[src/rtl/mul_pkg.sv]
// Shared types and helpers for the iterative radix-4 Booth multiplier.
//   state_e      : control FSM states (IDLE, RUN, HOLD)
//   booth_sel_e  : partial-product select decoded from a 3-bit Booth window
//   booth_decode : window -> select
//   w_of/nd_of/ncyc_of : operand width, digit count and RUN cycle count for a given XLEN/DIGITS
package mul_pkg;

  typedef enum logic [1:0] {IDLE, RUN, HOLD} state_e;

  typedef enum logic [2:0] {ZERO, PA, P2A, M2A, MA} booth_sel_e;

  // Extended operand width: one extra bit carries signedness, one more keeps
  // the top Booth digit well-formed for unsigned operands.
  function automatic int w_of(input int xlen);
    return xlen + 2;
  endfunction

  function automatic int nd_of(input int xlen);
    return xlen / 2 + 1;
  endfunction

  function automatic int ncyc_of(input int xlen, input int digits);
    return (nd_of(xlen) + digits - 1) / digits;
  endfunction

  function automatic booth_sel_e booth_decode(input logic [2:0] win);
    case (win)
      3'b001, 3'b010: return PA;
      3'b011:         return P2A;
      3'b100:         return M2A;
      3'b101, 3'b110: return MA;
      default:        return ZERO;
    endcase
  endfunction

endpackage

[src/rtl/mul_booth_pp.sv]
// Combinational radix-4 Booth partial-product generator.
//   a_i   : W-bit two's complement multiplicand
//   win_i : Booth window {b[2i+1], b[2i], b[2i-1]}
//   pp_o  : W+1-bit signed partial product (0, +-A, +-2A)
module mul_booth_pp
  import mul_pkg::*;
#(
  parameter int W = 34
) (
  input  logic [W-1:0] a_i,
  input  logic [2:0]   win_i,
  output logic [W:0]   pp_o
);

  booth_sel_e sel;
  logic [W:0] a_x;

  always_comb begin
    sel = booth_decode(win_i);
    a_x = {a_i[W-1], a_i};
    case (sel)
      PA:      pp_o = a_x;
      P2A:     pp_o = {a_i, 1'b0};
      M2A:     pp_o = -{a_i, 1'b0};
      MA:      pp_o = -a_x;
      default: pp_o = '0;
    endcase
  end

endmodule

[src/rtl/mul_booth_iter.sv]
// Iterative radix-4 Booth multiplier, full 2*XLEN-bit product, per-operand
// signedness, DIGITS Booth digits retired per RUN cycle.
//   clock, reset (async, active high), flush (abort current op)
//   in_valid/in_ready/in_sign/in_a/in_b : request side
//   out_valid/out_ready/out_prod        : result side (held stable in HOLD)
// Optional: define MUL_EARLY_EXIT_EN to leave RUN as soon as the remaining
// multiplier bits are all equal (remaining digits would all be zero).
module mul_booth_iter
  import mul_pkg::*;
#(
  parameter int XLEN   = 32,
  parameter int DIGITS = 1
) (
  input  logic              clock,
  input  logic              reset,
  input  logic              flush,
  output logic              in_ready,
  input  logic              in_valid,
  input  logic [1:0]        in_sign,
  input  logic [XLEN-1:0]   in_a,
  input  logic [XLEN-1:0]   in_b,
  input  logic              out_ready,
  output logic              out_valid,
  output logic [2*XLEN-1:0] out_prod
);

  localparam int W  = w_of(XLEN);
  localparam int ND = nd_of(XLEN);
  localparam int PW = 2 * W;
  localparam int CW = $clog2(ND + DIGITS + 1);

  state_e          state_q;
  logic [W-1:0]    a_q;
  // Unretired multiplier bits with b[2k-1] at bit 0; refilled with the sign
  // bit so the window for digit k+j is always b_q[2j+2:2j].
  logic [W:0]      b_q;
  logic [PW-1:0]   p_q;
  logic [CW-1:0]   cnt_q;

  logic [DIGITS:0][PW-1:0]  p_chain;
  logic [DIGITS-1:0][W:0]   pp;

  logic [PW-1:0]   p_nxt;
  logic [W:0]      b_nxt;
  logic [CW-1:0]   cnt_nxt;
  logic            done;

  assign p_chain[0] = p_q;

  for (genvar j = 0; j < DIGITS; j++) begin : g_dig
    logic [PW-1:0] addend, sum;
    logic          act;

    mul_booth_pp #(.W(W)) u_pp (
      .a_i   (a_q),
      .win_i (b_q[2*j+2 -: 3]),
      .pp_o  (pp[j])
    );

    // Last cycle may retire fewer than DIGITS digits; idle stages pass through.
    assign act    = (int'(cnt_q) + j) < ND;
    assign addend = PW'({pp[j], {W{1'b0}}});
    assign sum    = p_chain[j] + addend;
    assign p_chain[j+1] = act ? PW'($signed(sum) >>> 2) : p_chain[j];
  end

  always_comb begin
    cnt_nxt = cnt_q + CW'(DIGITS);
    b_nxt   = (W+1)'($signed(b_q) >>> (2 * DIGITS));
    p_nxt   = p_chain[DIGITS];
    done    = cnt_nxt >= CW'(ND);
`ifdef MUL_EARLY_EXIT_EN
    // Remaining digits are all 000/111 -> pure shifts; apply them at once.
    if (!done && ((&b_nxt) || !(|b_nxt))) begin
      done  = 1'b1;
      p_nxt = PW'($signed(p_chain[DIGITS]) >>> (2 * (ND - int'(cnt_nxt))));
    end
`endif
  end

  always_ff @(posedge clock or posedge reset) begin
    if (reset) begin
      state_q <= IDLE;
      a_q     <= '0;
      b_q     <= '0;
      p_q     <= '0;
      cnt_q   <= '0;
    end else begin
      case (state_q)
        IDLE: if (in_valid && !flush) begin
          a_q     <= {{2{in_sign[1] & in_a[XLEN-1]}}, in_a};
          b_q     <= {{2{in_sign[0] & in_b[XLEN-1]}}, in_b, 1'b0};
          p_q     <= '0;
          cnt_q   <= '0;
          state_q <= RUN;
        end
        RUN: if (flush) begin
          state_q <= IDLE;
        end else begin
          p_q   <= p_nxt;
          b_q   <= b_nxt;
          cnt_q <= cnt_nxt;
          if (done) state_q <= HOLD;
        end
        HOLD: if (flush || out_ready) state_q <= IDLE;
        default: state_q <= IDLE;
      endcase
    end
  end

  assign in_ready  = (state_q == IDLE) && !flush;
  assign out_valid = (state_q == HOLD);
  assign out_prod  = p_q[2*XLEN-1:0];

endmodule

[config.mk]
export PLATFORM = sky130hd
export DESIGN_NAME = mul_booth_iter
export DESIGN_NICKNAME = d
export VERILOG_FILES = /design/src/rtl/mul_pkg.sv /design/src/rtl/mul_booth_pp.sv /design/src/rtl/mul_booth_iter.sv
export SDC_FILE = /design/constraint.sdc
export NUM_CORES = 1
export LEC_CHECK = 0
export CAP_MARGIN = 20
export CORE_ASPECT_RATIO = 1.75
export CORE_MARGIN = 5
export CORE_UTILIZATION = 40
export CTS_BUF_LIST = sky130_fd_sc_hd__clkbuf_16
export CTS_CLUSTER_SIZE = 14
export DETAILED_ROUTE_END_ITERATION = 12
export GPL_TIMING_DRIVEN = 0
export HOLD_SLACK_MARGIN = 0.08
export PLACE_DENSITY = 0.69
export SETUP_SLACK_MARGIN = 0.15
export SLEW_MARGIN = 5
export SYNTH_ARGS = -nofsm -noshare
export SYNTH_HDL_FRONTEND = slang
export SYNTH_SLANG_ARGS = --single-unit
[constraint.sdc]
create_clock -name clock -period 4.8 [get_ports clock]
set_clock_uncertainty 0.1 [all_clocks]
set_input_delay 0.96 -clock clock [delete_from_list [all_inputs] [get_ports clock]]
set_output_delay 0.96 -clock clock [all_outputs]
set_load 0.01 [all_outputs]
==> metrics <==
GP Congestion 0.908; Die ar. 27,300 sq um; GRT Util Overall 0.203; RSZ-0062 raised after global routing true; slowest CP cell or4_4; PortBufs 136; Yosys warning count 0; Leak 0.00559 uW; Final HPWL DP 21,400 um; Crit. End Element flip-flop; DIE WIDTH 127 um; Fin Hold WS 401 ps; Async S/R FF share, synth 1.00; H-Tree Level Count 4; WL/cell 16.4 um; Clock transition at path regs 60 ps; Top FF cell, synth dfrtp_1; worst path bufs/invs 2; Chip Height 215 um; post-synthesis register bit count 141; Core ar. 23,800 sq um; Root Driver clkbuf_16; Hold/Removal Path Class reg -> reg; Routed WL 27,700 um; commonest cells after routing, fill and taps aside 277 x nand2_1, 138 x dfrtp_1, 136 x clkdlybuf4s50_1, 97 x buf_4, 75 x nor2_1; 1st-iter DRT viols 517; maximum vdd drop 292 uV; Vias/cell 5.29; first-pass GRT wire length 44,400 um; Setup TNS Final 0 ps; cell count after synthesis 1,179; Crit Path Class reg -> reg; DR DRC count 0; max-cap violations 0; critical path's top delay family simple AND/OR/NAND/NOR gates; CTS buffer count 17; initial antenna violation count 0; CTS Sinks 141; CTS Hold Bufs 0; vias in the first global route 8,793; final net count 1,478; FMAX 220 MHz; final cycle utilization of the critical path 0.949; clock latency on the worst-skew pair 450 ps; critical-path cell list buf_6 -> or4_4 -> nor3_4 -> nand2b_4 -> nor4_4 -> nand2b_2 -> or3_4 -> nand2_4 -> xnor2_2 -> a221oi_2 -> a31oi_1 -> ha_1 -> nand2_1 -> or3_1 -> inv_1 -> nand3_1 -> and2_4 -> a311oi_2 -> xnor2_1 -> a21oi_1 -> o22ai_1; worst endpoint data arrival time 4830 ps; minimum clock period 4560 ps; Synth Cell Area 9580 sq um; power per cell area 554 nW/um^2; EDFF count, synth 0; Max Slew Vio Count 0; Starting Density 0.402; most common cell after layout, fill and taps aside nand2_1; CTS max path bufs 2; Yosys cell types 64; share of layout cells above drive strength 1 0.170; Required @ worst endpoint 5070 ps; critical path fanouts, max 3; Setup violations, final 0; Seq/Total Area, Yosys 0.368; via count 8,949; status completed; final core occ 0.528; largest net degree at the start of global routing 41; I/O Pins 137; CTS tree built; Layout area overhead 31.5%; worst slew pin tran 679 ps; Hold Vio Cnt, Final 0; # rows 75; Post-DRT Antenna Nets 0; Ant. Diodes 0; Slew Limit Headroom 0.548; Worst setup SP type flip-flop; router iterations before antenna repair 5; syn nets 1,287; Slowest Stage Delay on Critical Path 560 ps; Avg Synthesized Cell Area 8.12 sq um; grt total ovfl 0
## worst register-to-register path: stages (launching register included)
cell and delay, ps:
dfrtp_1 370, buf_6 120, or4_4 570, nor3_4 260
nand2b_4 90, nor4_4 230, nand2b_2 100, or3_4 390
nand2_4 90, xnor2_2 80, a221oi_2 260, a31oi_1 80
ha_1 340, nand2_1 70, or3_1 300, inv_1 80
nand3_1 80, and2_4 190, a311oi_2 290, xnor2_1 170
a21oi_1 90, o22ai_1 130
## metal layers
layer | global-route usage | wire, um
met1 | 0.214 | 10300
met3 | 0.0376 | 1210
met4 | 0.0906 | 1020
met2 | 0.383 | 15200
met5 | 0 | 0
## synth_stat cells, drive strengths merged, types with 3 or more instances
master / number / area, sq um
nand2: 281 / 1060
dfrtp: 141 / 3530
nor2: 79 / 297
o21ai: 72 / 360
clkbuf: 71 / 268
buf: 70 / 514
a31oi: 56 / 350
a21oi: 46 / 230
xnor2: 46 / 403
ha: 36 / 450
a22o: 34 / 298
xor2: 32 / 280
inv: 24 / 90.1
nand3: 20 / 100
a221oi: 18 / 164
a21o: 14 / 105
a22oi: 13 / 97.6
nor3: 12 / 71.3
nand2b: 11 / 73.8
or3: 10 / 67.6
nor2b: 8 / 50.1
o21bai: 7 / 52.6
o21a: 6 / 45.0
and2: 5 / 31.3
mux2: 5 / 56.3
nor4: 5 / 67.6
o211ai: 5 / 37.5
or4: 5 / 41.3
a21boi: 4 / 30.0
a32o: 4 / 40.0
nand4: 4 / 25.0
o221ai: 4 / 35.0
a211oi: 3 / 22.5
and3: 3 / 18.8
o22ai: 3 / 18.8
or2: 3 / 18.8
## power by group
| group | internal, uW | switching, uW | leakage, uW |
|---|---|---|---|
| Combinational | 1800 | 2120 | 0.00351 |
| Clock | 783 | 577 | 0.000296 |
| Sequential | 1450 | 244 | 0.00179 |
## stage by stage
step           cells  area (sq um)  total power (uW)  setup slack [ps]
5_1_grt         1691         12600              7460              11.2
3_5_place_dp    1627         11400              5190              -445
6_report        1691         12600              6980               244
2_1_floorplan   1179          9580              4190               550
4_1_cts         1662         12100              6660               114
3_3_place_gp    1623         11300              5120              -471
## path summary, 6_finish.rpt
| kind | from | to | slack, ps | depth (start not counted) |
|---|---|---|---|---|
| min reg2reg | p_q[0] | p_q[0] | 400 | 1 |
| max | a_q[14] | p_q[66] | 240 | 21 |
| min | p_q[0] | p_q[0] | 400 | 1 |
| max reg2reg | a_q[14] | p_q[66] | 240 | 21 |
| min in group asynchronous | reset | a_q[5] | 790 | 2 |
| max in group asynchronous | reset | p_q[56] | 3010 | 4 |
## final cells by class
class / instances / area (sq um)
Clock inverter: 15 / 178
Buffer: 141 / 822
Fill cell: 2292 / 11200
Inverter: 24 / 93.8
Timing Repair Buffer: 172 / 1680
Tap cell: 308 / 385
Multi-Input combinational cell: 873 / 5470
Sequential cell: 141 / 3530
Clock buffer: 17 / 425
## cells by family (layout without fill, tap and decap cells)
kind of cell	count (synthesis)	count (layout)	share of synthesized area
buffers and inverters	165	369	0.0911
xor gates and xnor gates	78	78	0.0713
muxes	6	6	0.00693
adders and majority gates	37	37	0.0491
AOI/OAI and AO/OA	302	302	0.209
and+or+nand+nor	450	450	0.204
DFF	141	141	0.368
## state kept, by name (all words and copies together) (netlist names)
name / cells
a_q: 33
b_q: 35
cnt_q: 5
p_q: 66
state_q: 2
## timing repair
action                     4_1_cts  5_1_grt
resized for setup               34       84
setup buffers                    3       29
setup endpoints to repair       12       11
pin swaps                        3       38
No activity file was read; power rests on OpenSTA's default activity.
